==> src/rtl/pipelined_add_sub.sv <==
// Pipelined add/sub: carry chain split into STAGES segments, one resolved per clock; latency STAGES.
// Backpressure: the whole pipe (bubbles included) freezes while the output is held (out_valid && !out_ready).
module pipelined_add_sub #(
  parameter int WIDTH  = 32,
  parameter int STAGES = 4
) (
  input  logic             clk,
  input  logic             rst_n,
  input  logic             in_valid,
  output logic             in_ready,
  input  logic [WIDTH-1:0] src_a,
  input  logic [WIDTH-1:0] src_b,
  input  logic             sub,
  output logic             out_valid,
  input  logic             out_ready,
  output logic [WIDTH-1:0] result,
  output logic             carry_out,
  output logic             overflow,
  output logic             zero
);

  localparam int SEG = WIDTH / STAGES;

  logic advance;

  assign advance  = !out_valid || out_ready;
  assign in_ready = advance;

  for (genvar k = 0; k < STAGES; k++) begin : g_stg
    localparam int LO  = k * SEG;
    localparam int REM = WIDTH - LO;

    // op_a/op_b hold only the operand bits this stage and later ones still need
    logic [REM-1:0]    op_a;
    logic [REM-1:0]    op_b;
    logic              cin;
    logic [SEG:0]      seg_sum;
    logic [LO+SEG-1:0] sum_d;
    logic [LO+SEG-1:0] sum_q;
    logic              vld_d;
    logic              vld_q;
    logic              cy_d;
    logic              cy_q;

    if (k == 0) begin : g_entry
      assign op_a  = src_a;
      assign op_b  = sub ? ~src_b : src_b;
      assign cin   = sub;
      assign vld_d = in_valid;
      assign sum_d = seg_sum[SEG-1:0];
    end else begin : g_link
      assign op_a  = g_stg[k-1].g_up.a_up_q;
      assign op_b  = g_stg[k-1].g_up.b_up_q;
      assign cin   = g_stg[k-1].cy_q;
      assign vld_d = g_stg[k-1].vld_q;
      assign sum_d = {seg_sum[SEG-1:0], g_stg[k-1].sum_q};
    end

    assign seg_sum = {1'b0, op_a[SEG-1:0]} + {1'b0, op_b[SEG-1:0]} + {{SEG{1'b0}}, cin};
    assign cy_d    = seg_sum[SEG];

    always_ff @(posedge clk or negedge rst_n) begin
      if (!rst_n) begin
        vld_q <= 1'b0;
        cy_q  <= 1'b0;
        sum_q <= '0;
      end else if (advance) begin
        vld_q <= vld_d;
        cy_q  <= cy_d;
        sum_q <= sum_d;
      end
    end

    if (k < STAGES - 1) begin : g_up
      logic [REM-SEG-1:0] a_up_q;
      logic [REM-SEG-1:0] b_up_q;

      always_ff @(posedge clk or negedge rst_n) begin
        if (!rst_n) begin
          a_up_q <= '0;
          b_up_q <= '0;
        end else if (advance) begin
          a_up_q <= op_a[REM-1:SEG];
          b_up_q <= op_b[REM-1:SEG];
        end
      end
    end else begin : g_out
      logic ovf_d;
      logic ovf_q;
      logic zero_d;
      logic zero_q;

      assign ovf_d  = (op_a[REM-1] == op_b[REM-1]) && (sum_d[WIDTH-1] != op_a[REM-1]);
      assign zero_d = (sum_d == '0);

      always_ff @(posedge clk or negedge rst_n) begin
        if (!rst_n) begin
          ovf_q  <= 1'b0;
          zero_q <= 1'b0;
        end else if (advance) begin
          ovf_q  <= ovf_d;
          zero_q <= zero_d;
        end
      end

      assign out_valid = vld_q;
      assign result    = sum_q;
      assign carry_out = cy_q;
      assign overflow  = ovf_q;
      assign zero      = zero_q;
    end
  end

endmodule

==> config.mk <==
export PLATFORM = sky130hd
export DESIGN_NAME = pipelined_add_sub
export DESIGN_NICKNAME = d
export VERILOG_FILES = /design/src/rtl/pipelined_add_sub.sv
export SDC_FILE = /design/constraint.sdc
export NUM_CORES = 1
export LEC_CHECK = 0
export BUFFER_PORTS_ARGS = -buffer_cell sky130_fd_sc_hd__buf_2
export CORE_MARGIN = 2
export CORE_UTILIZATION = 41
export CTS_BUF_LIST = sky130_fd_sc_hd__clkbuf_4 sky130_fd_sc_hd__clkbuf_8 sky130_fd_sc_hd__clkbuf_16
export CTS_CLUSTER_DIAMETER = 150
export DETAILED_ROUTE_END_ITERATION = 16
export SLEW_MARGIN = 30
export SYNTH_ARGS = -nofsm -noshare
export SYNTH_HDL_FRONTEND = slang
export SYNTH_SLANG_ARGS = --single-unit
==> constraint.sdc <==
create_clock -name clk -period 3.5 [get_ports clk]
set_clock_uncertainty 0.15 [all_clocks]
set_input_delay 0.7 -clock clk [delete_from_list [all_inputs] [get_ports clk]]
set_output_delay 0.7 -clock clk [all_outputs]
set_load 0.05 [all_outputs]
==> results.json <==
{
  "finalSetupViolCount": 0,
  "via_per_inst": 4.62,
  "grt_pass1_vias": 5767,
  "grt_pass1_wl_um": 28600,
  "comb_power_share_pct": 39.8,
  "outcome": "complete, no violations",
  "drcViolationCount": 0,
  "initial_core_util_pct": 41.6,
  "vias": 5988,
  "htreeDepth": 4,
  "nNetsFinal": 1117,
  "rsz0062_at_grt": "no",
  "swShare_pct": 40.3,
  "cts_tree": "yes",
  "clkTransAtPathRegs_ns": 0.06,
  "cts_setup_buffers": 0,
  "tightestPinTransition_ns": 0.739,
  "fin_cells": 1296,
  "ant_nets": 0,
  "clkLatencyLatePin_ns": 0.42,
  "ys_ff_latch": 186,
  "start_kind": "flop",
  "p_sw_mw": 3.85,
  "cts-root-buf": "clkbuf_16",
  "area_delta_synth_final_pct": 17.4,
  "antenna_found_initial": 0,
  "cts_buffer_depth": 2,
  "multi_input_area_sq_um": 3500,
  "grt_usage_pct": 16.3,
  "critPathArrivalTime_ns": 2.87,
  "fin_tns_setup_ns": 0,
  "clock_power_share_pct": 21.7,
  "portBuffers": 105,
  "ys_seq_area_share_pct": 55.5,
  "peakVddDrop_mv": 0.369,
  "r2r_cells": 8,
  "drive_above_1_share_pct": 14.9,
  "seq_area_sq_um": 4650,
  "ioPinCount": 106,
  "drt_pass1_iterations": 4,
  "syn_avg_cell_area_sq_um": 9.05,
  "synthCells": 927,
  "core_sq_um": 20200,
  "drt_first_iter_violations": 342,
  "slowest_delay_ns": 0.48,
  "grt_start_max_net_pins": 179,
  "die_height_um": 147,
  "synth_area_sq_um": 8390,
  "cp-end-kind": "flop",
  "cts_resized": 0,
  "path_common_cell": "fa_1",
  "wl_per_cell_um": 12.8,
  "power_density_nw_per_um2": 971,
  "period_minus_slack_ns": 2.71,
  "criticalPathCategory": "reg -> reg",
  "slowest_stage": "fa_1",
  "final.period_utilization_pct": 77.4,
  "leakage_nw": 5.02,
  "cp_max_fo": 2,
  "dp.cells": 1264,
  "fmax_mhz": 369,
  "cts_made_buffers": 17,
  "n_antenna_cell": 0,
  "required_ns": 3.66,
  "final_common_cell": "nand2_1",
  "synth_cell_type_count": 37,
  "hold_path.class": "in -> async",
  "synth_nets": 1031,
  "routed_wl_um": 16600,
  "nFillCells": 2002,
  "gp_congestion": 0.760,
  "final_cell_mix": "nand2_1 (430), dfrtp_1 (186), buf_2 (104)",
  "row_count": 52,
  "final_max_slew_viol_count": 0,
  "yosys_warnings": 0,
  "worstPathCellList": "fa_1 -> fa_1 -> a211oi_1 -> o21bai_1 -> a21oi_1 -> xnor2_1 -> nor2_1 -> a32o_1",
  "die_width_um": 147,
  "internal-power_mw": 5.71,
  "grt-ovfl-total": 0,
  "die_area_sq_um": 21600,
  "hold_buffers": 0,
  "hpwl_um": 10700,
  "slew_headroom_pct": 50.7,
  "finalHoldViolCount": 0,
  "maxCapViolations": 0,
  "seqPwrFrac_pct": 38.5,
  "cts.sinks": 186
}
-- final timing paths --
kind / start / slack [ns] / end
min in group clk: result[12] / 0.31 / result[12]
max in group asynchronous: rst_n / 2.24 / g_stg[0].g_up.a_up_q[16]
hold reg to reg: result[12] / 0.31 / result[12]
setup / recovery: g_stg[2].cy_q / 0.79 / zero
hold / removal: rst_n / 0.20 / result[0]
setup reg to reg: g_stg[2].cy_q / 0.79 / zero
-- stage by stage --
step | worst slack, ns | total power, mW | hold WS [ns] | utilization (%) | cell area, sq um
after global routing | 0.661 | 10.4 | 0.251 | 48.8 | 9840
after detailed placement | 0.525 | 7.58 | 0.303 | 45.6 | 9200
final | 0.791 | 9.56 | 0.201 | 48.8 | 9840
after CTS | 0.785 | 9.70 | 0.221 | 48.8 | 9840
after floorplan | 0.653 | 6.61 | 0.254 | - | 8390
after global placement | 0.540 | 7.50 | 0.296 | 45.6 | 9200
-- state kept, by name, summed over array words and instances, names as in the netlist --
| register | count |
|---|---|
| g_stg.g_up.a_up_q | 48 |
| g_stg.sum_q | 48 |
| g_stg.cy_q | 3 |
| carry_out | 1 |
| overflow | 1 |
| g_stg.g_up.b_up_q | 48 |
| out_valid | 1 |
| g_stg.vld_q | 3 |
| zero | 1 |
| result | 32 |
-- synth_stat cells, drive strengths merged --
cell     number  area share (%)
a2111oi       1            0.18
or3           3            0.28
nor2         29             1.3
a32o          1            0.12
and3b         3            0.31
mux2          1            0.13
clkbuf       38             1.7
a211oi        7            0.75
o21ai        50             3.0
clkinv        1           0.045
o211a         2            0.24
xnor2        35             3.7
a21o          4            0.36
nand2       430              19
nor2b         4            0.30
xor2         12             1.3
dfrtp       186              55
o21a          6            0.54
inv          16            0.72
a21boi        2            0.18
nand4         2            0.15
nand2b        1           0.075
a31oi         4            0.30
nor3         11            0.66
o31ai        10            0.90
o21bai        6            0.58
buf           7            0.34
fa            7             1.7
nor4          6            0.45
ha           28             4.2
a21oi        14            0.84
-- power groups by stage --
stage / logic (mW) / registers (mW) / clock network (mW)
after detailed placement: 3.85 / 3.73 / 0
after floorplan: 2.35 / 4.26 / 0
after global placement: 3.79 / 3.71 / 0
final: 3.81 / 3.68 / 2.07
after CTS: 3.87 / 3.70 / 2.13
after global routing: 4.33 / 3.82 / 2.22
-- kinds of logic after synthesis --
logic type / share of synthesized area, %
buffers and inverters: 2.80
AND/OR/NAND/NOR: 22.8
XOR/XNOR: 5.00
multiplexers: 0.134
adder cells (fa/ha/maj): 5.85
flip-flops: 55.5
AO/OA/AOI/OAI: 7.95
-- area by class of cell --
class                      instances  area share, %
clock inverter                    11           1.70
sequential                       186           47.3
tap                              270           3.43
inverter                          17          0.674
clock buffer                      21           4.82
multi-input combinational        679           35.6
timing repair buffer             112           6.47
-- worst max-delay path: cells and delay by family (launching register included) --
kind,cells,cell delay [ns]
and+or+nand+nor,1,0.07
xor gates and xnor gates,1,0.17
DFF,1,0.40
adders and majority gates,2,0.90
AOI/OAI and AO/OA,4,0.91
-- per-layer routing --
metal	track usage (%)	routed length [um]
met5	0	0
met4	3.61	116
met3	3.94	515
met2	25.1	7430
met1	23.8	8510
No activity file was read; power rests on OpenSTA's default activity.
